File: src/rtl/param_unloader.sv
// Snapshots the network weights/biases and streams them out word by word.
// Optional header word (parameter count) enabled by PARAM_UNLOADER_HEADER_EN.
module param_unloader #(
  parameter int DATA_W = 16,
  parameter int L1 = 4,
  parameter int L2 = 8,
  parameter int L3 = 8,
  parameter int L4 = 1
) (
  input  logic                   clk,
  input  logic                   reset,
  input  logic                   start,
  input  logic [L2*L1*DATA_W-1:0] w1_in,
  input  logic [L3*L2*DATA_W-1:0] w2_in,
  input  logic [L4*L3*DATA_W-1:0] w3_in,
  input  logic [L2*DATA_W-1:0]   b1_in,
  input  logic [L3*DATA_W-1:0]   b2_in,
  input  logic [L4*DATA_W-1:0]   b3_in,
  output logic [DATA_W-1:0]      m_tdata,
  output logic                   m_tvalid,
  input  logic                   m_tready,
  output logic                   m_tlast,
  output logic                   busy,
  output logic                   done
);

  localparam int N = L2*L1 + L3*L2 + L4*L3 + L2 + L3 + L4;
`ifdef PARAM_UNLOADER_HEADER_EN
  localparam int TOTAL = N + 1;
`else
  localparam int TOTAL = N;
`endif
  localparam int IW = (TOTAL > 1) ? $clog2(TOTAL) : 1;
  localparam int BW = (N > 1) ? $clog2(N) : 1;

  typedef enum logic [1:0] {
    IDLE,
    CAPTURE,
    STREAM,
    DONE
  } state_t;

  state_t state;
  state_t state_nx;

  logic [IW-1:0]     idx;
  logic [DATA_W-1:0] bank [N];
  logic [BW-1:0]     sel;
  logic [DATA_W-1:0] word;
  logic              hs;
  logic              last;

  // Packed inputs concatenate directly into stream order (W1 in the LSBs).
  logic [N*DATA_W-1:0] flat;
  assign flat = {b3_in, b2_in, b1_in, w3_in, w2_in, w1_in};

  assign last = (idx == IW'(TOTAL - 1));
  assign hs   = (state == STREAM) && m_tready;

  always_ff @(posedge clk or negedge reset) begin
    if (!reset) begin
      state <= IDLE;
    end else begin
      state <= state_nx;
    end
  end

  always_comb begin
    state_nx = state;
    unique case (state)
      IDLE:    if (start) state_nx = CAPTURE;
      CAPTURE: state_nx = STREAM;
      STREAM:  if (hs && last) state_nx = DONE;
      DONE:    state_nx = IDLE;
      default: state_nx = IDLE;
    endcase
  end

  always_ff @(posedge clk or negedge reset) begin
    if (!reset) begin
      idx <= '0;
    end else if (state == CAPTURE) begin
      idx <= '0;
    end else if (hs && !last) begin
      idx <= idx + 1'b1;
    end
  end

  always_ff @(posedge clk or negedge reset) begin
    if (!reset) begin
      for (int k = 0; k < N; k++) bank[k] <= '0;
    end else if (state == CAPTURE) begin
      for (int k = 0; k < N; k++)
        bank[k] <= flat[k*DATA_W +: DATA_W];
    end
  end

  always_comb begin
    sel  = BW'(idx);
    word = '0;
`ifdef PARAM_UNLOADER_HEADER_EN
    if (idx == '0) begin
      word = DATA_W'(N);
    end else begin
      sel  = BW'(idx - 1'b1);
      word = bank[sel];
    end
`else
    word = bank[sel];
`endif
  end

  assign m_tvalid = (state == STREAM);
  assign m_tdata  = m_tvalid ? word : '0;
  assign m_tlast  = m_tvalid && last;
  assign busy     = (state == CAPTURE) || (state == STREAM);
  assign done     = (state == DONE);

endmodule

File: config.mk
export PLATFORM = sky130hd
export DESIGN_NAME = param_unloader
export DESIGN_NICKNAME = d
export VERILOG_FILES = /design/src/rtl/param_unloader.sv
export SDC_FILE = /design/constraint.sdc
export NUM_CORES = 2
export LEC_CHECK = 0
export CORE_AREA = 2 2 757 759
export CTS_BUF_LIST = sky130_fd_sc_hd__clkbuf_16
export CTS_CLUSTER_SIZE = 40
export DETAILED_ROUTE_END_ITERATION = 7
export DIE_AREA = 0 0 759 761
export SYNTH_ARGS = -nofsm -noshare
export SYNTH_HDL_FRONTEND = slang
export SYNTH_SLANG_ARGS = --single-unit
export TNS_END_PERCENT = 100
File: constraint.sdc
create_clock -name clk -period 2.8 [get_ports clk]
set_input_delay 0.84 -clock clk [delete_from_list [all_inputs] [get_ports clk]]
set_output_delay 0.84 -clock clk [all_outputs]
set_load 0.03 [all_outputs]
==> report_table.html <==
<table>
<tr><th>Metric</th><th>Value</th></tr>
<tr><th colspan="2">Drt</th></tr>
<tr><td>DRC violations left</td><td>0</td></tr>
<tr><td>Via Count</td><td>63900</td></tr>
<tr><td>Drt first pass iters</td><td>5</td></tr>
<tr><td>DRT iter0 DRCs</td><td>4160</td></tr>
<tr><td>Post-Route WL</td><td>approximately 500 mm</td></tr>
<tr><td>Remaining antenna violation count after routing</td><td>0</td></tr>
<tr><td>Per-cell routed wire length</td><td>between 30 and 40 um</td></tr>
<tr><td>Drt via density</td><td>just under 4</td></tr>
<tr><th colspan="2">Timing</th></tr>
<tr><td>Part of the cycle the worst path needs</td><td>179%</td></tr>
<tr><td>Transition at the pin with the smallest max-transition slack</td><td>around 1100 ps</td></tr>
<tr><td>Setup violations, final</td><td>18</td></tr>
<tr><td>Minimum setup slack in the final design</td><td>-2210 ps</td></tr>
<tr><td>Setup repair after global routing missed its margin</td><td>true</td></tr>
<tr><td>Peak Freq</td><td>~200 MHz</td></tr>
<tr><td>Number of failing hold endpoints at the final stage</td><td>0</td></tr>
<tr><td>Maximum clock skew at final layout</td><td>between 70 and 80 ps</td></tr>
<tr><td>Worst relative slew slack</td><td>approximately 29%</td></tr>
<tr><td>Post-layout min period</td><td>between 5000 and 6000 ps</td></tr>
<tr><td>Max Slew Vio Count</td><td>0</td></tr>
<tr><th colspan="2">Place</th></tr>
<tr><td>Post-DP HPWL</td><td>~420 mm</td></tr>
<tr><td>Count of input and output buffers</td><td>~2000</td></tr>
<tr><td>Place WS</td><td>-2320 ps</td></tr>
<tr><td>Placed cells</td><td>15600</td></tr>
<tr><td>GPL Wtd Cong</td><td>about 0.89</td></tr>
<tr><th colspan="2">Synth</th></tr>
<tr><td>Number of instances in the synthesized netlist</td><td>around 5700</td></tr>
<tr><td>Primary FF master, synth</td><td>sky130_fd_sc_hd__dfrtp_1</td></tr>
<tr><td>Flip-flop and latch count after synthesis</td><td>1945</td></tr>
<tr><td>Post-synthesis async set-or-reset flop share</td><td>100%</td></tr>
<tr><td>Mean post-synth cell area</td><td>between 15 and 20 um^2</td></tr>
<tr><td>Post-synth EDFFs</td><td>0</td></tr>
<tr><td>Warnings from Yosys</td><td>0</td></tr>
<tr><td>Number of nets in the synthesized netlist</td><td>~7700</td></tr>
<tr><td>Count of cell types in the netlist</td><td>46</td></tr>
<tr><td>Area of the mapped netlist</td><td>just under 0.09 mm^2</td></tr>
<tr><td>Share of the yosys chip area belonging to registers</td><td>~55%</td></tr>
<tr><th colspan="2">Pwr</th></tr>
<tr><td>Total leakage power</td><td>51.7 nW</td></tr>
<tr><td>Worst IR drop on VDD</td><td>696 uV</td></tr>
<tr><td>Power per standard cell area</td><td>1140 mW/mm^2</td></tr>
<tr><th colspan="2">CTS</th></tr>
<tr><td>Number of levels in the clock H-tree</td><td>4</td></tr>
<tr><td>Number of clock sinks</td><td>1945</td></tr>
<tr><td>Root buffer selected by CTS</td><td>sky130_fd_sc_hd__clkbuf_16</td></tr>
<tr><td>TritonCTS clock tree</td><td>done</td></tr>
<tr><td>Clock latency on the worst-skew pair</td><td>~940 ps</td></tr>
<tr><td>CTS Buf Count</td><td>about 230</td></tr>
<tr><td>CTS clock-pin slew for the worst setup and hold paths</td><td>roughly 60 ps</td></tr>
<tr><td>Clock Tree Buf Depth</td><td>4</td></tr>
<tr><th colspan="2">Finish</th></tr>
<tr><td>Area taken by multi-input logic gates</td><td>roughly 0.040 mm^2</td></tr>
<tr><td>Commonest non-fill, non-tap cell in the layout</td><td>sky130_fd_sc_hd__mux2_2</td></tr>
<tr><td>Layout cell share with drive strength beyond 1</td><td>between 40% and 50%</td></tr>
<tr><td>Area Overhead vs Synth</td><td>54.5%</td></tr>
<tr><td>Count of filler cells inserted in the layout</td><td>59800</td></tr>
<tr><td>Count of non-filler cells in the finished layout</td><td>16200</td></tr>
<tr><td>Leading cell types in the layout, fill and taps excluded</td><td>2134 x sky130_fd_sc_hd__mux2_2, 1939 x sky130_fd_sc_hd__dfrtp_1, 1938 x sky130_fd_sc_hd__clkdlybuf4s50_1</td></tr>
<tr><td>Reg area</td><td>about 0.05 mm^2</td></tr>
<tr><td>Count of nets after finishing</td><td>10300</td></tr>
<tr><th colspan="2">Min path</th></tr>
<tr><td>Worst min path class</td><td>in2reg</td></tr>
<tr><td>Startpoint of the worst hold path</td><td>w2_in[583]</td></tr>
<tr><td>Hold Path Cell Cnt</td><td>2</td></tr>
<tr><td>Hold endpoint</td><td>bank[839]</td></tr>
<tr><th colspan="2">GRT</th></tr>
<tr><td>Tot GR Track Use</td><td>16.8%</td></tr>
<tr><td>Antenna violations before repair</td><td>approximately 340</td></tr>
<tr><td>First-pass GRT wire length</td><td>654 mm</td></tr>
<tr><td>Via count of the first global-routing pass</td><td>67100</td></tr>
<tr><td>Remaining global-route overflow</td><td>0</td></tr>
<tr><td>Largest net degree at the start of global routing</td><td>around 100</td></tr>
<tr><th colspan="2">Floorplan</th></tr>
<tr><td>Die outline width</td><td>roughly 760 um</td></tr>
<tr><td>Cell Rows</td><td>approximately 280</td></tr>
<tr><td>Area of the die</td><td>0.578 mm^2</td></tr>
<tr><td>I/O Pins</td><td>approximately 2000</td></tr>
<tr><td>Core Footprint</td><td>about 0.57 mm^2</td></tr>
<tr><td>Floorplan die height</td><td>approximately 760 um</td></tr>
<tr><td>Starting density of the core</td><td>about 15%</td></tr>
<tr><th colspan="2">Worst setup path</th></tr>
<tr><td>Internal reg-to-reg setup slack</td><td>around 460 ps</td></tr>
<tr><td>Length in cells of the worst reg-to-reg path</td><td>7</td></tr>
<tr><td>CP startpoint kind</td><td>flop</td></tr>
<tr><td>FF-to-FF Start</td><td>state[1]</td></tr>
<tr><td>Highest fanout seen on the critical path</td><td>8</td></tr>
<tr><td>Worst path required time</td><td>a little under 2000 ps</td></tr>
<tr><td>Type of the setup path with the least slack</td><td>reg2out</td></tr>
<tr><td>Endpoint of the lowest-slack register-to-register path</td><td>bank[238]</td></tr>
<tr><td>Arrival time worst endpoint</td><td>approximately 4200 ps</td></tr>
<tr><td>Kind of capture point of the worst setup path</td><td>output pin</td></tr>
<tr><th colspan="2">Flow run</th></tr>
<tr><td>Number of max-cap violations</td><td>0</td></tr>
<tr><th colspan="2">Status</th></tr>
<tr><td>Status</td><td>complete, but fails checks</td></tr>
<tr><td>Violations in the final reports</td><td>setup timing</td></tr>
</table>
## through the flow
step	util, %	cell area, um^2	setup TNS [ps]	total power, mW	hold WS (ps)
final	23.9	136000	-34170	155	465
after global routing	23.8	136000	-37170	163	388
after CTS	23.6	135000	-38460	156	316
after detailed placement	21.7	124000	-29290	120	488
after global placement	21.7	124000	-30960	119	482
after floorplan	-	88200	-700	87.5	473
## sequential cells by signal, indices dropped and copies added, names as in the netlist
name,cells
bank,1936
idx,7
state,2
## area by class of cell
class / count / area share, %
Sequential cell: 1945 / 35.8
Timing Repair Buffer: 2826 / 22.0
Clock inverter: 191 / 1.33
Inverter: 5 / 0.0248
Antenna cell: 129 / 0.237
Multi-Input combinational cell: 3323 / 29.4
Clock buffer: 233 / 4.28
Tap cell: 7560 / 6.95
## critical path: stages (launching register included)
cell	delay [ps]
sky130_fd_sc_hd__dfrtp_4	440
sky130_fd_sc_hd__buf_12	150
sky130_fd_sc_hd__buf_16	170
sky130_fd_sc_hd__nand2b_4	210
sky130_fd_sc_hd__buf_12	130
sky130_fd_sc_hd__buf_12	130
sky130_fd_sc_hd__buf_6	100
sky130_fd_sc_hd__buf_12	90
sky130_fd_sc_hd__a211oi_1	60
sky130_fd_sc_hd__nor4_2	550
sky130_fd_sc_hd__o41ai_4	160
sky130_fd_sc_hd__buf_12	190
sky130_fd_sc_hd__a22oi_2	540
sky130_fd_sc_hd__buf_12	210
## repair_timing
action	CTS	global route
hold buffers	1	0
cloned	17	8
resized for setup	378	182
endpoints found under the hold margin	20	0
setup endpoints to repair	20	19
pin swaps	61	79
setup buffers	57	36
## report_power, final
| part | total (mW) | switching, mW | internal (mW) |
|---|---|---|---|
| Combinational | 70.9 | 31.5 | 39.4 |
| Clock | 31.2 | 13.6 | 17.7 |
| Sequential | 52.6 | 9.63 | 42.9 |
## cell usage after synthesis, types with 58 or more instances
| library cell | number | area share, % |
|---|---|---|
| sky130_fd_sc_hd__buf_2 | 199 | 1.1 |
| sky130_fd_sc_hd__mux4_2 | 316 | 8.1 |
| sky130_fd_sc_hd__mux2_2 | 2150 | 27 |
| sky130_fd_sc_hd__dfrtp_1 | 1945 | 55 |
| sky130_fd_sc_hd__nor2_1 | 58 | 0.25 |
| sky130_fd_sc_hd__o22ai_1 | 138 | 0.98 |
| sky130_fd_sc_hd__o21ai_0 | 59 | 0.34 |
| sky130_fd_sc_hd__nor2b_1 | 107 | 0.76 |
| sky130_fd_sc_hd__clkbuf_1 | 146 | 0.62 |
| sky130_fd_sc_hd__mux2i_1 | 111 | 1.3 |
| sky130_fd_sc_hd__a211oi_1 | 102 | 0.87 |
| sky130_fd_sc_hd__buf_4 | 60 | 0.51 |
## per-layer routing
metal	vias to the layer above	global-route usage [%]	part of all wire (%)
li1	27000	-	-
met5	-	0	0.18
met4	140	5.62	4.0
met1	33200	19.8	39
met3	892	4.90	7.9
met2	2729	29.3	49
## worst max path at each step
stage / from / endpoint
floorplan: state[0] / m_tdata[12]
global placement: idx[0] / m_tdata[11]
global route: idx[1] / m_tdata[14]
finish: idx[1] / m_tdata[10]
CTS: idx[1] / m_tdata[14]
detailed placement: idx[1] / m_tdata[14]
## logic make-up after synthesis
family                     after synthesis  share of synthesized area (%)
muxes                                 2577                           36.8
DFF                                   1945                           55.2
buffers and inverters                  437                           2.57
AOI/OAI and AO/OA                      423                           3.34
and+or+nand+nor                        312                           1.88
adders and majority gates                7                         0.0994
xor gates and xnor gates                 4                         0.0398
(Power assumes the default switching activity.)
